[src/rtl/spl_split.sv]
// Two-way packet splitter: in_data[ROUTE_BIT] steers each packet into one of two
// independent single-entry output registers, each with its own valid/ready handshake.
module spl_split #(
   parameter int WIDTH     = 11,
   parameter int ROUTE_BIT = 10
) (
   input  logic             clk,
   input  logic             rst_n,
   input  logic             in_valid,
   output logic             in_ready,
   input  logic [WIDTH-1:0] in_data,
   output logic             out1_valid,
   input  logic             out1_ready,
   output logic [WIDTH-1:0] out1_data,
   output logic             out2_valid,
   input  logic             out2_ready,
   output logic [WIDTH-1:0] out2_data
);

   logic             out1_valid_r;
   logic [WIDTH-1:0] out1_data_r;
   logic             out2_valid_r;
   logic [WIDTH-1:0] out2_data_r;

   logic             sel2_s;
   logic             in_ready_s;
   logic             take1_s;
   logic             take2_s;
   logic             drain1_s;
   logic             drain2_s;

   // Route decode and readiness; only the selected port is consulted, so a stalled
   // port never blocks traffic headed for the other one.
   always_comb begin
      sel2_s     = in_data[ROUTE_BIT];
      in_ready_s = 1'b0;
      if (!rst_n) begin
         in_ready_s = 1'b0;
      end else if (sel2_s) begin
         in_ready_s = !out2_valid_r || out2_ready;
      end else begin
         in_ready_s = !out1_valid_r || out1_ready;
      end
      take1_s  = in_valid && in_ready_s && !sel2_s;
      take2_s  = in_valid && in_ready_s &&  sel2_s;
      drain1_s = out1_valid_r && out1_ready;
      drain2_s = out2_valid_r && out2_ready;
   end

   // Port 1 holding register; a refill wins over a drain so full throughput is kept.
   always_ff @(posedge clk) begin
      if (!rst_n) begin
         out1_valid_r <= 1'b0;
         out1_data_r  <= {WIDTH{1'b0}};
      end else if (take1_s) begin
         out1_valid_r <= 1'b1;
         out1_data_r  <= in_data;
      end else if (drain1_s) begin
         out1_valid_r <= 1'b0;
      end else begin
         out1_valid_r <= out1_valid_r;
      end
   end

   // Port 2 holding register, mirror of port 1.
   always_ff @(posedge clk) begin
      if (!rst_n) begin
         out2_valid_r <= 1'b0;
         out2_data_r  <= {WIDTH{1'b0}};
      end else if (take2_s) begin
         out2_valid_r <= 1'b1;
         out2_data_r  <= in_data;
      end else if (drain2_s) begin
         out2_valid_r <= 1'b0;
      end else begin
         out2_valid_r <= out2_valid_r;
      end
   end

   assign in_ready   = in_ready_s;
   assign out1_valid = out1_valid_r;
   assign out1_data  = out1_data_r;
   assign out2_valid = out2_valid_r;
   assign out2_data  = out2_data_r;

endmodule

[config.mk]
export PLATFORM = sky130hd
export DESIGN_NAME = spl_split
export DESIGN_NICKNAME = d
export VERILOG_FILES = /design/src/rtl/spl_split.sv
export SDC_FILE = /design/constraint.sdc
export NUM_CORES = 1
export LEC_CHECK = 0
export ABC_AREA = 1
export CORE_ASPECT_RATIO = 0.7
export CORE_MARGIN = 2
export CORE_UTILIZATION = 41
export CTS_BUF_LIST = sky130_fd_sc_hd__clkbuf_16
export CTS_CLUSTER_DIAMETER = 60
export DETAILED_ROUTE_END_ITERATION = 8
export PLACE_DENSITY = 0.8
export SLEW_MARGIN = 20
export SYNTH_ARGS = -nofsm -noshare
export SYNTH_HDL_FRONTEND = slang
export SYNTH_SLANG_ARGS = --single-unit
[constraint.sdc]
create_clock -name clk -period 1.1 [get_ports clk]
set_input_delay 0.165 -clock clk [delete_from_list [all_inputs] [get_ports clk]]
set_output_delay 0.165 -clock clk [all_outputs]
set_load 0.1 [all_outputs]
# Word level (Yosys, flattened, before mapping)
# Index checks and enable logic that the tools add are counted.
word_totals:
  ff_bits: 24
  in_bits: 16
  output_inout_bits: 25
  word_cells: 22
classes:
  n_mux: 6
  n_reduce_logical: 12
op_table:
  columns: ["cell", "count"]
  rows:
  - ["$mux 1", 6]
  - ["$logic_and 1x1->1", 5]
  - ["$reduce_bool 2->1", 2]
  - ["$logic_not 1->1", 3]
  - ["$logic_or 1x1->1", 2]

# Depth between registers and ports, before layout
# Gate-level depths: netlist (run 1).
depth:
  depth_word: 7
  mapped_depth: 8
  depth_no_buf: 7

# Least setup slack after synthesis (run 1)
# No wires, ideal clock.
synth_timing:
  path_kind: "flip-flop to flip-flop"
  from: "reg out2_valid_r (netlist: out2_valid)"
  to: "reg out1_data_r[1] (netlist: out1_data[1])"
  setup_ns: 0.065
  arrival_ns: 1.846
  t_required_ns: 1.035
  setup_slack_ns: -0.811
  stages_incl_launch_ff: 8
  n_path_buf: 1
  period_less_slack_ns: 1.911
  path_cell_list: "dfxtp_1 -> nand3_1 -> nand2_1 -> nor2_1 -> buf_2 -> nand4_1 -> nand2_1 -> nor2_1"
synth_between:
  elab_chain_len: 6
synth_lines:
  columns: ["item", "line", "rtl"]
  rows:
  - ["from (decl)", "22", "logic out2_valid_r;"]
  - ["from (signal assigned)", "76", "out2_valid_r <= out2_valid_r;"]
  - ["$logic_not 1->1", "40", "in_ready_s = !out2_valid_r || out2_ready;"]
  - ["$logic_or 1x1->1", "40", null]
  - ["$mux 1", "39", "end else if (sel2_s) begin"]
  - ["$mux 1", "37", "if (!rst_n) begin"]
  - ["named net in_ready", "10", "output logic in_ready,"]
  - ["$logic_and 1x1->1 (2 in series)", "44", "take1_s = in_valid && in_ready_s && !sel2_s;"]
  - ["to (signal assigned)", "54", "out1_data_r <= {WIDTH{1'b0}};"]
  - ["to (signal assigned)", "57", "out1_data_r <= in_data;"]
  - ["to (decl)", "21", "logic [WIDTH-1:0] out1_data_r;"]
# The timed path passes the listed nets, and every way through them passes these cells.
# A chain may end at the register's enable or synchronous reset.

# Worst setup path after layout (run 1)
layout_timing:
  from: "reg out1_valid_r (netlist: out1_valid)"
  to: "reg out1_valid_r (netlist: out1_valid)"
layout_between:
  elab_chain_len: 7
  elab_cells_between_ends: 9
  cone_classes: "mux (3); reduce/logical (6)"
layout_lines:
  columns: ["item", "line", "rtl"]
  rows:
  - ["from (decl)", "20", "logic out1_valid_r;"]
  - ["from (signal assigned)", "61", "out1_valid_r <= out1_valid_r;"]
  - ["$logic_not 1->1", "42", "in_ready_s = !out1_valid_r || out1_ready;"]
  - ["$logic_or 1x1->1", "42", null]
  - ["$mux 1", "39", null]
  - ["$mux 1", "37", null]
  - ["$logic_and 1x1->1 (2 in series)", "44", null]
  - ["$mux 1 or $reduce_bool 2->1 (tied branches)", null, null]
# Parallel ways exist; a longest one is shown, timed or not.

==> results.cfg, run 1 <==
[route]
drc = 0
drt_iter0_drc = 83
viasPerCell = 5.60
drt-wirelength-per-cell_um = 21.0
vias = 1232
ant_nets = 0
finalWirelength_um = 4610
first_pass_iters = 5

[timing]
final_hold_viol_count = 0
slew_headroom_pct = 71.5
timing.hold.ws_ps = 477
setup_violations = 26
fin_crit_ps = 1340
period_share_pct = 122
fmax_ghz = 0.746
rsz0062_at_grt = true
slew_viol_final = 0
worst_pin_slew_ps = 426
finClkSkew_ps = 1.14
fin_ws_ps = -241

[layout]
antenna_cells = 0
final_core_util_pct = 95.4
area_growth_pct = 117
drive_above_1_share_pct = 43.6
nets = 205
fin_cells = 220
fill_cells = 57
multiInputGateArea_sq_um = 520
seqCellArea_sq_um = 495

[critical_path]
startpoint = out1_valid
rr_startpoint = out1_valid
worstPathMaxFanout = 6
crit_path_start_kind = register
worstPathRequired_ps = 1270
worstSetupEndpointType = register
worstPathArrival_ps = 1510
worstSetupPathType = reg -> reg

[global_route]
grt_busiest_layer = met2
met2_usage_pct = 44.8
grt_use_total_pct = 26.7
grt_pass1_wl_um = 5180
grt_start_max_net_pins = 23
antenna_found_initial = 0
gr-total-overflow = 0
gr-usage-met3_pct = 12.9
grt_pass1_vias = 1092
gr-usage-met1_pct = 30.3

[cts]
root_buffer = clkbuf_16
ctsHtreeMaxLevel = 1
clk_path_buf_depth = 2
insertion_delay_ps = 250
clk_pin_slew_ps = 60
clock-sinks = 24
cts_buffers = 3
cts_tree = yes

[floorplanning]
num_io_pins = 41
die_x_um = 61.6
rows = 14
die_y_um = 44.3
core_area_sq_um = 2170
start_util_pct = 43.9
dieArea_sq_um = 2730

[min_path]
hold_class = reg -> reg
hp-start = out1_data[10]

[run]
cap_violations = 0

[power_and_ir_drop]
leakagePower_nw = 0.913
power_density_nw_per_um2 = 1220
peakVddDrop_mv = 1.16

[synth]
synth_enable_flop_cells = 0
syn_area_per_cell_sq_um = 7.12
synth_seq_area_share_pct = 50.4
synth-seq-cells = 24
yosys-top-cells-area = dfxtp_1, nor2_1, nand4_1
yosysWarnings = 0
yosysUniqueCellTypes = 12
yosysTopAreaCell = dfxtp_1
synth_most_common_cell = nor2_1
yosys-top-cells-count = nor2_1, dfxtp_1, inv_1, nand2_1
synth_ff_type = dfxtp_1
async_reset_ff_share_pct = 0
synth_area_sq_um = 953
synth_top_cell_area_share_pct = 50.4
syn-num-nets = 150
syn_inst = 134

[place]
routabilityCongestion = 0.843
port_buffers = 40
place_hpwl_um = 2010
dp.cells = 207

[outcome]
violations = setup timing
status = finished, violations left
kinds of logic after synthesis:
kind of cell | count (synthesis) | synth area share, %
AOI/OAI and AO/OA | 12 | 6.30
buffers and inverters | 24 | 10.5
DFF | 24 | 50.4
and+or+nand+nor | 74 | 32.8
placed cells by master (no fill, tap or decap), types with 2 or more instances in the layout:
cell type        count
nor2_2               8
buf_6                4
nand2_4              3
clkbuf_16            6
dlygate4sd2_1        3
nand3_4              2
dfxtp_1             16
inv_1               15
dfxtp_2              6
nand2_1             11
buf_4                9
clkdlybuf4s50_1     10
nor2_4               6
a21oi_2              7
nand4_1             12
a21oi_1              4
dfxtp_4              2
buf_12              27
nor2_1              32
flip-flops by register name (all words and copies together) (netlist names):
| register | count |
|---|---|
| out1_data | 11 |
| out1_valid | 1 |
| out2_data | 11 |
| out2_valid | 1 |
repair_timing:
action / 4_1_cts / 5_1_grt
pin swaps: 3 / 14
endpoints found under the setup margin: 25 / 24
gates resized for setup: 20 / 26
buffers inserted: 4 / 2
gates cloned: 0 / 4
hold buffers: 0 / 0
per-stage QoR:
stage / power (mW) / worst slack [ps] / TNS, ps / area (sq um)
finish: 2.52 / -241 / -4110 / 2070
floorplan: 1.34 / -177 / -3040 / 1010
global route: 2.58 / -307 / -4830 / 2070
global placement: 1.60 / -318 / -7420 / 1720
CTS: 2.41 / -186 / -680 / 1880
detailed placement: 1.62 / -415 / -9150 / 1720
critical path, cell delays in order (launching register included):
cell and delay (ps):
dfxtp_4 360, buf_6 130, nand3_4 80, nand4_1 140
nor2_4 220, buf_12 140, nor2_1 60, nor2_1 130
power breakdown:
group	switching, mW	leakage [nW]	internal [mW]
logic	0.482	0.675	0.294
registers	0.0463	0.200	0.904
clock network	0.306	0.0385	0.486
total	0.835	0.913	1.68
worst paths after layout:
check | endpoint | slack (ps) | cells past startpoint
setup reg to reg | out1_valid | -240 | 7
hold / removal | out1_data[10] | 480 | 2
setup / recovery | out1_valid | -240 | 7
hold reg to reg | out1_data[10] | 480 | 2
area by class of cell:
type / instances / area share (%)
multi-input cells: 86 / 25.1
inverters: 16 / 2.90
flip-flops and latches: 24 / 23.9
repair buffers: 58 / 42.3
clock buffers: 3 / 3.62
well taps: 32 / 1.93
clock inverters: 1 / 0.181
per-layer routing:
metal | up-vias | routed length, um | part of all wire, %
met2 | 94 | 2290 | 50
met3 | 18 | 417 | 9.0
met5 | - | 0 | 0
met4 | 0 | 156 | 3.4
met1 | 586 | 1750 | 38
li1 | 534 | - | -
Power figures use the tool's default switching activity.
==> run 2, diff against run 1 <==
--- a/config.mk
+++ b/config.mk
@@ -11,6 +11,7 @@
 export CORE_UTILIZATION = 41
 export CTS_BUF_LIST = sky130_fd_sc_hd__clkbuf_16
 export CTS_CLUSTER_DIAMETER = 60
+export CTS_CLUSTER_SIZE = 25
 export DETAILED_ROUTE_END_ITERATION = 8
 export PLACE_DENSITY = 0.8
 export SLEW_MARGIN = 20
==> results of run 2 <==
Same layout as run 1: the final DEF is identical, and so are final timing and power.
==> run 3, diff against run 2 <==
--- a/config.mk
+++ b/config.mk
@@ -8,12 +8,12 @@
 export ABC_AREA = 1
 export CORE_ASPECT_RATIO = 0.7
 export CORE_MARGIN = 2
-export CORE_UTILIZATION = 41
-export CTS_BUF_LIST = sky130_fd_sc_hd__clkbuf_16
+export CORE_UTILIZATION = 43
+export CTS_BUF_LIST = sky130_fd_sc_hd__clkbuf_4 sky130_fd_sc_hd__clkbuf_8
 export CTS_CLUSTER_DIAMETER = 60
 export CTS_CLUSTER_SIZE = 25
 export DETAILED_ROUTE_END_ITERATION = 8
-export PLACE_DENSITY = 0.8
+export PLACE_DENSITY = 0.83
 export SLEW_MARGIN = 20
 export SYNTH_ARGS = -nofsm -noshare
 export SYNTH_HDL_FRONTEND = slang
==> results.cfg, run 3 <==
[outcome]
status = stopped before the end
stop_stage = global routing
tool.error = [ERROR DPL-0033] detailed placement checks failed during check placement.

[synth]
yosysWarnings = 0
yosys-top-cells-area = dfxtp_1, nor2_1, nand4_1
synth_most_common_cell = nor2_1
synth-seq-cells = 24
synth_area_sq_um = 953
yosys-top-cells-count = nor2_1, dfxtp_1, inv_1, nand2_1
syn_inst = 134
synth_seq_area_share_pct = 50.4
synth_top_cell_area_share_pct = 50.4
async_reset_ff_share_pct = 0
synth_ff_type = dfxtp_1
yosysUniqueCellTypes = 12
synth_enable_flop_cells = 0
yosysTopAreaCell = dfxtp_1
syn-num-nets = 150
syn_area_per_cell_sq_um = 7.12

[floorplanning]
die_y_um = 43.4
rows = 14
start_util_pct = 45.0
die_x_um = 60.3
num_io_pins = 41

[global_route]
grt_start_max_net_pins = 23
antenna_found_initial = 1

[cts]
ctsHoldBuffers = 0
ctsHtreeMaxLevel = 1
clk_path_buf_depth = 2
root_buffer = clkbuf_4
cts_buffers = 3
clock-sinks = 24

[place]
placed_cell_area_sq_um = 1730
dp.cells = 207
place_hpwl_um = 2120
port_buffers = 40
routabilityCongestion = 0.872

[timing]
crit_endpoint = in_ready
worstEndpointType = top-level output
[run 3: cell counts after synthesis]
Identical to the previous run, type by type.
[run 3: logic make-up after synthesis]
kind of cell	count (synthesis)	synth area share (%)
AND/OR/NAND/NOR	74	32.8
flip-flops	24	50.4
buffers and inverters	24	10.5
AO/OA/AOI/OAI	12	6.30
[run 3: what timing repair did]
action | CTS
hold endpoints to repair | 0
resized for setup | 20
setup endpoints to repair | 27
buffers inserted | 5
pin swaps | 6
[run 3: through the flow]
| step | worst slack, ps | TNS (ps) |
|---|---|---|
| detailed placement | -402 | -9030 |
| global placement | -331 | -7470 |
| CTS | -283 | -2570 |
| floorplan | -177 | -3040 |
==> run 4, diff against run 3 <==
==> config.mk (replaced) <==
export PLATFORM = sky130hd
export DESIGN_NAME = spl_split
export DESIGN_NICKNAME = d
export VERILOG_FILES = /design/src/rtl/spl_split.sv
export SDC_FILE = /design/constraint.sdc
export NUM_CORES = 1
export LEC_CHECK = 0
export ABC_AREA = 1
export CORE_AREA = 2 2 63 65
export DETAILED_ROUTE_END_ITERATION = 8
export DIE_AREA = 0 0 65 67
export PLACE_DENSITY_LB_ADDON = 0.15
export SLEW_MARGIN = 20
export SYNTH_ARGS = -nofsm -noshare
export SYNTH_HDL_FRONTEND = slang
export SYNTH_SLANG_ARGS = --single-unit
==> results.cfg, run 4 (synthesis gave the netlist of run 1 again) <==
[place]
place_hpwl_um = 1910
placed_cell_area_sq_um = 1770
routabilityCongestion = 0.804
port_buffers = 40

[timing]
slew_viol_final = 0
slew_headroom_pct = 70.8
final_hold_viol_count = 0
finalSetupTns_ps = -3940
rsz0062_at_grt = true
fmax_ghz = 0.759
period_share_pct = 120
finClkSkew_ps = 3.29
fin_ws_ps = -218
worst_pin_slew_ps = 438
fin_crit_ps = 1320
setup_violations = 26

[min_path]
whs_path_depth = 2
hp-start = out1_data[10]
whs_endpoint = out1_data[10]
hold_class = reg -> reg

[cts]
ctsHtreeMaxLevel = 1
cts_buffers = 3
cts_tree = yes
clk_path_buf_depth = 2
ctsHoldBuffers = 0
root_buffer = clkbuf_8
clock-sinks = 24
clk_pin_slew_ps = 80
insertion_delay_ps = 260

[power_and_ir_drop]
power_density_nw_per_um2 = 1080
leakagePower_nw = 0.897
peakVddDrop_mv = 0.516

[outcome]
status = finished, violations left
violations = setup timing

[floorplanning]
dieArea_sq_um = 4360
die_x_um = 65
start_util_pct = 26.4
core_area_sq_um = 3610
rows = 22
num_io_pins = 41
die_y_um = 67

[run]
cap_violations = 0

[global_route]
grt_use_total_pct = 13.6
grt_pass1_vias = 1040
grt_pass1_wl_um = 4550
gr-total-overflow = 0
grt_start_max_net_pins = 14
antenna_found_initial = 0

[layout]
most-common-layout-cells = buf_12, nor2_1, dfxtp_1
drive_above_1_share_pct = 49.7
nets = 210
area_growth_pct = 121
final_core_util_pct = 58.5
final_area_sq_um = 2110
final_common_cell = buf_12
antenna_cells = 0

[critical_path]
worstPathRequired_ps = 940
r2r_end = out2_data[8]
rr_startpoint = out2_valid
worstPathMaxFanout = 2
worstSetupEndpointType = output port
r2r_cells = 7
r2r_setup_slack_ps = -200
worstSetupPathType = reg -> out
crit_path_start_kind = register
worstPathArrival_ps = 1150

[route]
drc = 0
viasPerCell = 4.34
finalWirelength_um = 2770
first_pass_iters = 3
ant_nets = 0
drt_iter0_drc = 24
drt-wirelength-per-cell_um = 11.5
vias = 1045
[run 4: stage by stage]
stage          hold WS, ps  total power [mW]  instances  setup WS (ps)
2_1_floorplan          286              1.34        134           -177
3_3_place_gp           443              1.62        225           -363
3_5_place_dp           447              1.62        225           -431
4_1_cts                446              2.28        241           -217
5_1_grt                486              2.38        241           -266
6_report               459              2.28        241           -218
[run 4: timing repair]
item                       4_1_cts  5_1_grt
buffers inserted                 9        1
setup endpoints to repair       25       27
gates resized for setup         40       16
pin swaps                       15        2
gates cloned                     3        0
[run 4: final cells by class]
type	instances	area (sq um)
well taps	48	60.1
clock buffers	4	55.1
fillers	315	1500
inverters	16	60.1
flip-flops and latches	24	494
multi-input cells	86	543
repair buffers	63	898
[run 4: per-layer routing]
metal  share of wire (%)  vias up  global-route usage [%]
met5                   0        -                       0
met4                 1.2        0                    4.52
met3                 4.3        4                    3.38
met2                  53       20                    24.9
met1                  41      483                    15.4
li1                    -      538                       -
[run 4: how the worst max path moves through the flow]
stage / from / end / slack, ps / cells after the start
floorplan: out2_valid / out1_data[4] / -180 / 7
global placement: in_data[10] / in_ready / -360 / 6
detailed placement: in_data[10] / out1_data[8] / -430 / 8
CTS: out1_valid / in_ready / -220 / 5
global route: out2_valid / in_ready / -270 / 5
finish: out2_valid / in_ready / -220 / 5
[run 4: power breakdown]
part           internal, mW  switching, mW  leakage [nW]
Combinational         0.301          0.443         0.669
Sequential            0.903         0.0421         0.199
Clock                 0.319          0.269        0.0288
[run 4: worst max-delay path: stages (launching register included)]
cell and delay (ps):
dfxtp_4 360, nand3_4 60, nand2_2 70, nor2_4 130
buf_12 110, buf_12 160
==> RTL edit 1 (config.mk and constraints of run 2) <==
Reset style: asynchronous (`rst_n`), changed in 2 clocked blocks.
--- a/src/rtl/spl_split.sv
+++ b/src/rtl/spl_split.sv
@@ -48,7 +48,7 @@
    end
 
    // Port 1 holding register; a refill wins over a drain so full throughput is kept.
-   always_ff @(posedge clk) begin
+   always_ff @(posedge clk or negedge rst_n) begin
       if (!rst_n) begin
          out1_valid_r <= 1'b0;
          out1_data_r  <= {WIDTH{1'b0}};
@@ -63,7 +63,7 @@
    end
 
    // Port 2 holding register, mirror of port 1.
-   always_ff @(posedge clk) begin
+   always_ff @(posedge clk or negedge rst_n) begin
       if (!rst_n) begin
          out2_valid_r <= 1'b0;
          out2_data_r  <= {WIDTH{1'b0}};
Behaviour: differs if rst_n is asserted again (counterexample within 4 cycles, from zero or initial values and one cycle with rst_n low); with rst_n held inactive, the same outputs for 10 cycles.
==> RTL edit 1 against run 2 <==
  * The flow now stops in 5_1_grt
  * Synthesized area increased by 2.5%
==> RTL edit 1: results (changes against run 2) <==
metric;value;unit;change
sequential share of the synthesized area;61.46;%;was 50.39%
H-tree depth;1;;unchanged
Commonest cells post-synth;36 x nand2_1, 24 x dfrtp_1, 14 x inv_1;;was 45 x nor2_1, 24 x dfxtp_1, 16 x inv_1
largest net degree at the start of global routing;24;;
Post-Syn Instances;106;;was 134
number of distinct library cells after synthesis;14;;was 12
Post-synth ARST share;100.0;%;was 0%
Syn Nets;122;;was 150
Placer Congestion;0.7665;;was 0.8434
Bufs on Longest Clock Path;2;;unchanged
Port Buffers;40;;unchanged
dpl hpwl;2195;um;was 2007 um
Setup WS pre-CTS;-479.8;ps;was -415.4 ps
synth warn;0;;unchanged
Fail Step;5_1_grt;;
largest cells by area after synthesis;dfrtp_1 61%, nand2_1 14%, nand4_1 7.0%;;was dfxtp_1 50%, nor2_1 18%, nand4_1 7.9%
synthesized flop and latch total;24;;unchanged
Worst EP post-GRT repair;in_ready;;
worst endpoint type;top-level output;;
placed insts;183;;was 207
status;aborted with a tool error;;was complete, but fails checks
clock root buffer;clkbuf_16;;unchanged
First Error;[ERROR DPL-0033] detailed placement checks failed during check placement.;;
TritonCTS buffer count;3;;unchanged
initial antenna violation count;0;;
-- RTL edit 1: cell families after synthesis --
kind of cell	synth area share (%)
and+or+nand+nor	24.07
DFF	61.46
buffers and inverters	9.347
AOI/OAI and AO/OA	5.122
-- RTL edit 1: what timing repair did --
item | in CTS
gates cloned | 4
pin swaps | 3
gates resized for setup | 34
hold buffers | 0
setup endpoints to repair | 27
buffers inserted | 8
-- RTL edit 1: per-stage QoR --
step | area [sq um] | TNS [ps]
detailed placement | 1759 | -9427
CTS | 2073 | -5873
floorplan | 1017 | -5623
global placement | 1759 | -6865
==> RTL edit 2 (config.mk and constraints of run 2) <==
Without the edit above. The parameter `WIDTH` goes from 11 to 22.
--- a/src/rtl/spl_split.sv
+++ b/src/rtl/spl_split.sv
@@ -1,7 +1,7 @@
 // Two-way packet splitter: in_data[ROUTE_BIT] steers each packet into one of two
 // independent single-entry output registers, each with its own valid/ready handshake.
 module spl_split #(
-   parameter int WIDTH     = 11,
+   parameter int WIDTH     = 22,
    parameter int ROUTE_BIT = 10
 ) (
    input  logic             clk,
Interface: changed (resized in_data, out1_data and out2_data); port bits go from 41 to 74. The function was not compared with the original's and may differ.
==> RTL edit 2 against run 2 <==
  * The run still ends with negative setup slack left
  * Design area is 79% higher
  * Cell count rose by 84%
  * First-iteration DRC count grew to 2.6 times the old value
  * Power up 85%
  * Die area up 82%
  * Sequential power rose by 91%
  * Combinational power increased by 80%
  * Synthesized area up 90%
  * Setup slack got worse by 67 ps
  * Sequential cell count grew 22
  * Routed wire length grew 69%
  * Critical path type unchanged
  * Largest cell class unchanged
  * Highest routed layer unchanged
==> RTL edit 2: results (changes against run 2) <==
metric;value;unit;change
TritonCTS buffer count;5;;was 3
Net Switching;1.564;mW;was 834.6 uW
Syn Nets;280;;was 150
reg-to-reg endpoint;out2_data[18];;was out1_valid
Placer Congestion;0.8496;;was 0.8434
clock root buffer;clkbuf_16;;unchanged
H-tree depth;2;;was 1
post-synthesis mux area share;0;%;unchanged
Comb group;1.40;mW;was 776 uW
sw frac;33.57;%;was 33.14%
dpl hpwl;3755;um;was 2007 um
largest cells by area after synthesis;dfxtp_1 51%, nor2_1 18%, nand4_1 7.9%;;was dfxtp_1 50%, nor2_1 18%, nand4_1 7.9%
Fillers;201;;was 57
Leak;1.643;nW;was 0.9130 nW
Setup WS pre-CTS;-482.3;ps;was -415.4 ps
fin nets;375;;was 205
met1 Use GR;37.46;%;was 30.35%
Critical R2R Launch;out2_valid;;was out1_valid
status;complete, but fails checks;;unchanged
CTS clk-pin slew, worst paths;60;ps;about the same
Setup Skew;6.540;ps;was 1.136 ps
layout cells sized above 1;32.95;%;was 43.62%
final setup vio count;48;;was 26
final WL;7785;um;was 4613 um
Hold Path Class;input port to register;;was register to register
area of the multi-input gates;798.3;sq um;was 520.5 sq um
Post-CTS Setup Inserts;9;;was 4
crit path max fanout;11;;was 6
post-CTS sizing;35;;was 20
DR iter-0 viols;216;;was 83
Clk. pwr;1.44;mW;was 792 uW
Mean Syn Cell Area;7.161;sq um;was 7.115 sq um
Hold Startpoint;rst_n;;was out1_data[10]
initial antenna violation count;0;;unchanged
DR vias/cell;5.530;;was 5.600
Hold Slack;355.4;ps;was 477.3 ps
violated checks;negative setup slack;;unchanged
Worst-Skew Late Latency;290;ps;was 250 ps
GRT met3 Usage;8.774;%;was 12.87%
met2 usage;51.04;%;was 44.84%
first-pass GRT wire length;11430;um;was 5175 um
IR drop worst, VDD;0.9697;mV;was 1.162 mV
sequential share of the synthesized area;50.83;%;was 50.39%
Port Buffers;73;;was 40
number of distinct library cells after synthesis;12;;unchanged
setup TNS;-11280;ps;was -4110 ps
reg2reg path depth;8;;was 7
GRT Total Usage;30.49;%;was 26.70%
Met1 Wirelength;3008;um;was 1753 um
vias post-DR;2234;;was 1232
Commonest cells post-synth;89 x nor2_1, 46 x dfxtp_1, 27 x inv_1;;was 45 x nor2_1, 24 x dfxtp_1, 16 x inv_1
worst slew pin tran;231.0;ps;was 426.3 ps
Post-synth top flop;dfxtp_1;;unchanged
Hold Path Stages;3;;was 2
compound-cell area share of the yosys netlist;6.354;%;was 6.299%
arrival time worst endpoint;1590;ps;was 1510 ps
Final WS setup;-308.1;ps;was -240.8 ps
Placement Cell Area;3182;sq um;was 1720 sq um
DR WL met3;782;um;was 417 um
DR WL met2;3724;um;was 2286 um
-- RTL edit 2: cell type report --
type,instances,share of cell area [%]
Tap cell,55,1.861
Inverter,27,2.740
Sequential cell,46,25.27
Clock buffer,5,3.383
Timing Repair Buffer,105,44.86
Multi-Input combinational cell,163,21.58
Clock inverter,3,0.3045
-- RTL edit 2: how the worst max path moves through the flow --
stage,start,slack (ps),endpoint,cells past startpoint
after floorplan,out2_valid,-220,out2_data[11],6
after global placement,rst_n,-390,out2_data[4],6
after detailed placement,in_data[10],-480,out1_data[6],8
after CTS,out2_valid,-250,in_ready,5
after global routing,out2_valid,-350,out2_data[18],8
final,out2_valid,-310,out2_data[18],8
-- RTL edit 2: worst max-delay path, cell delays in order (launching register included) --
cell	delay (ps)
dfxtp_4	360
buf_4	120
nand2_2	60
nand4_1	90
buf_6	230
clkbuf_16	210
nor2_1	40
a21oi_1	140
nor2_1	50
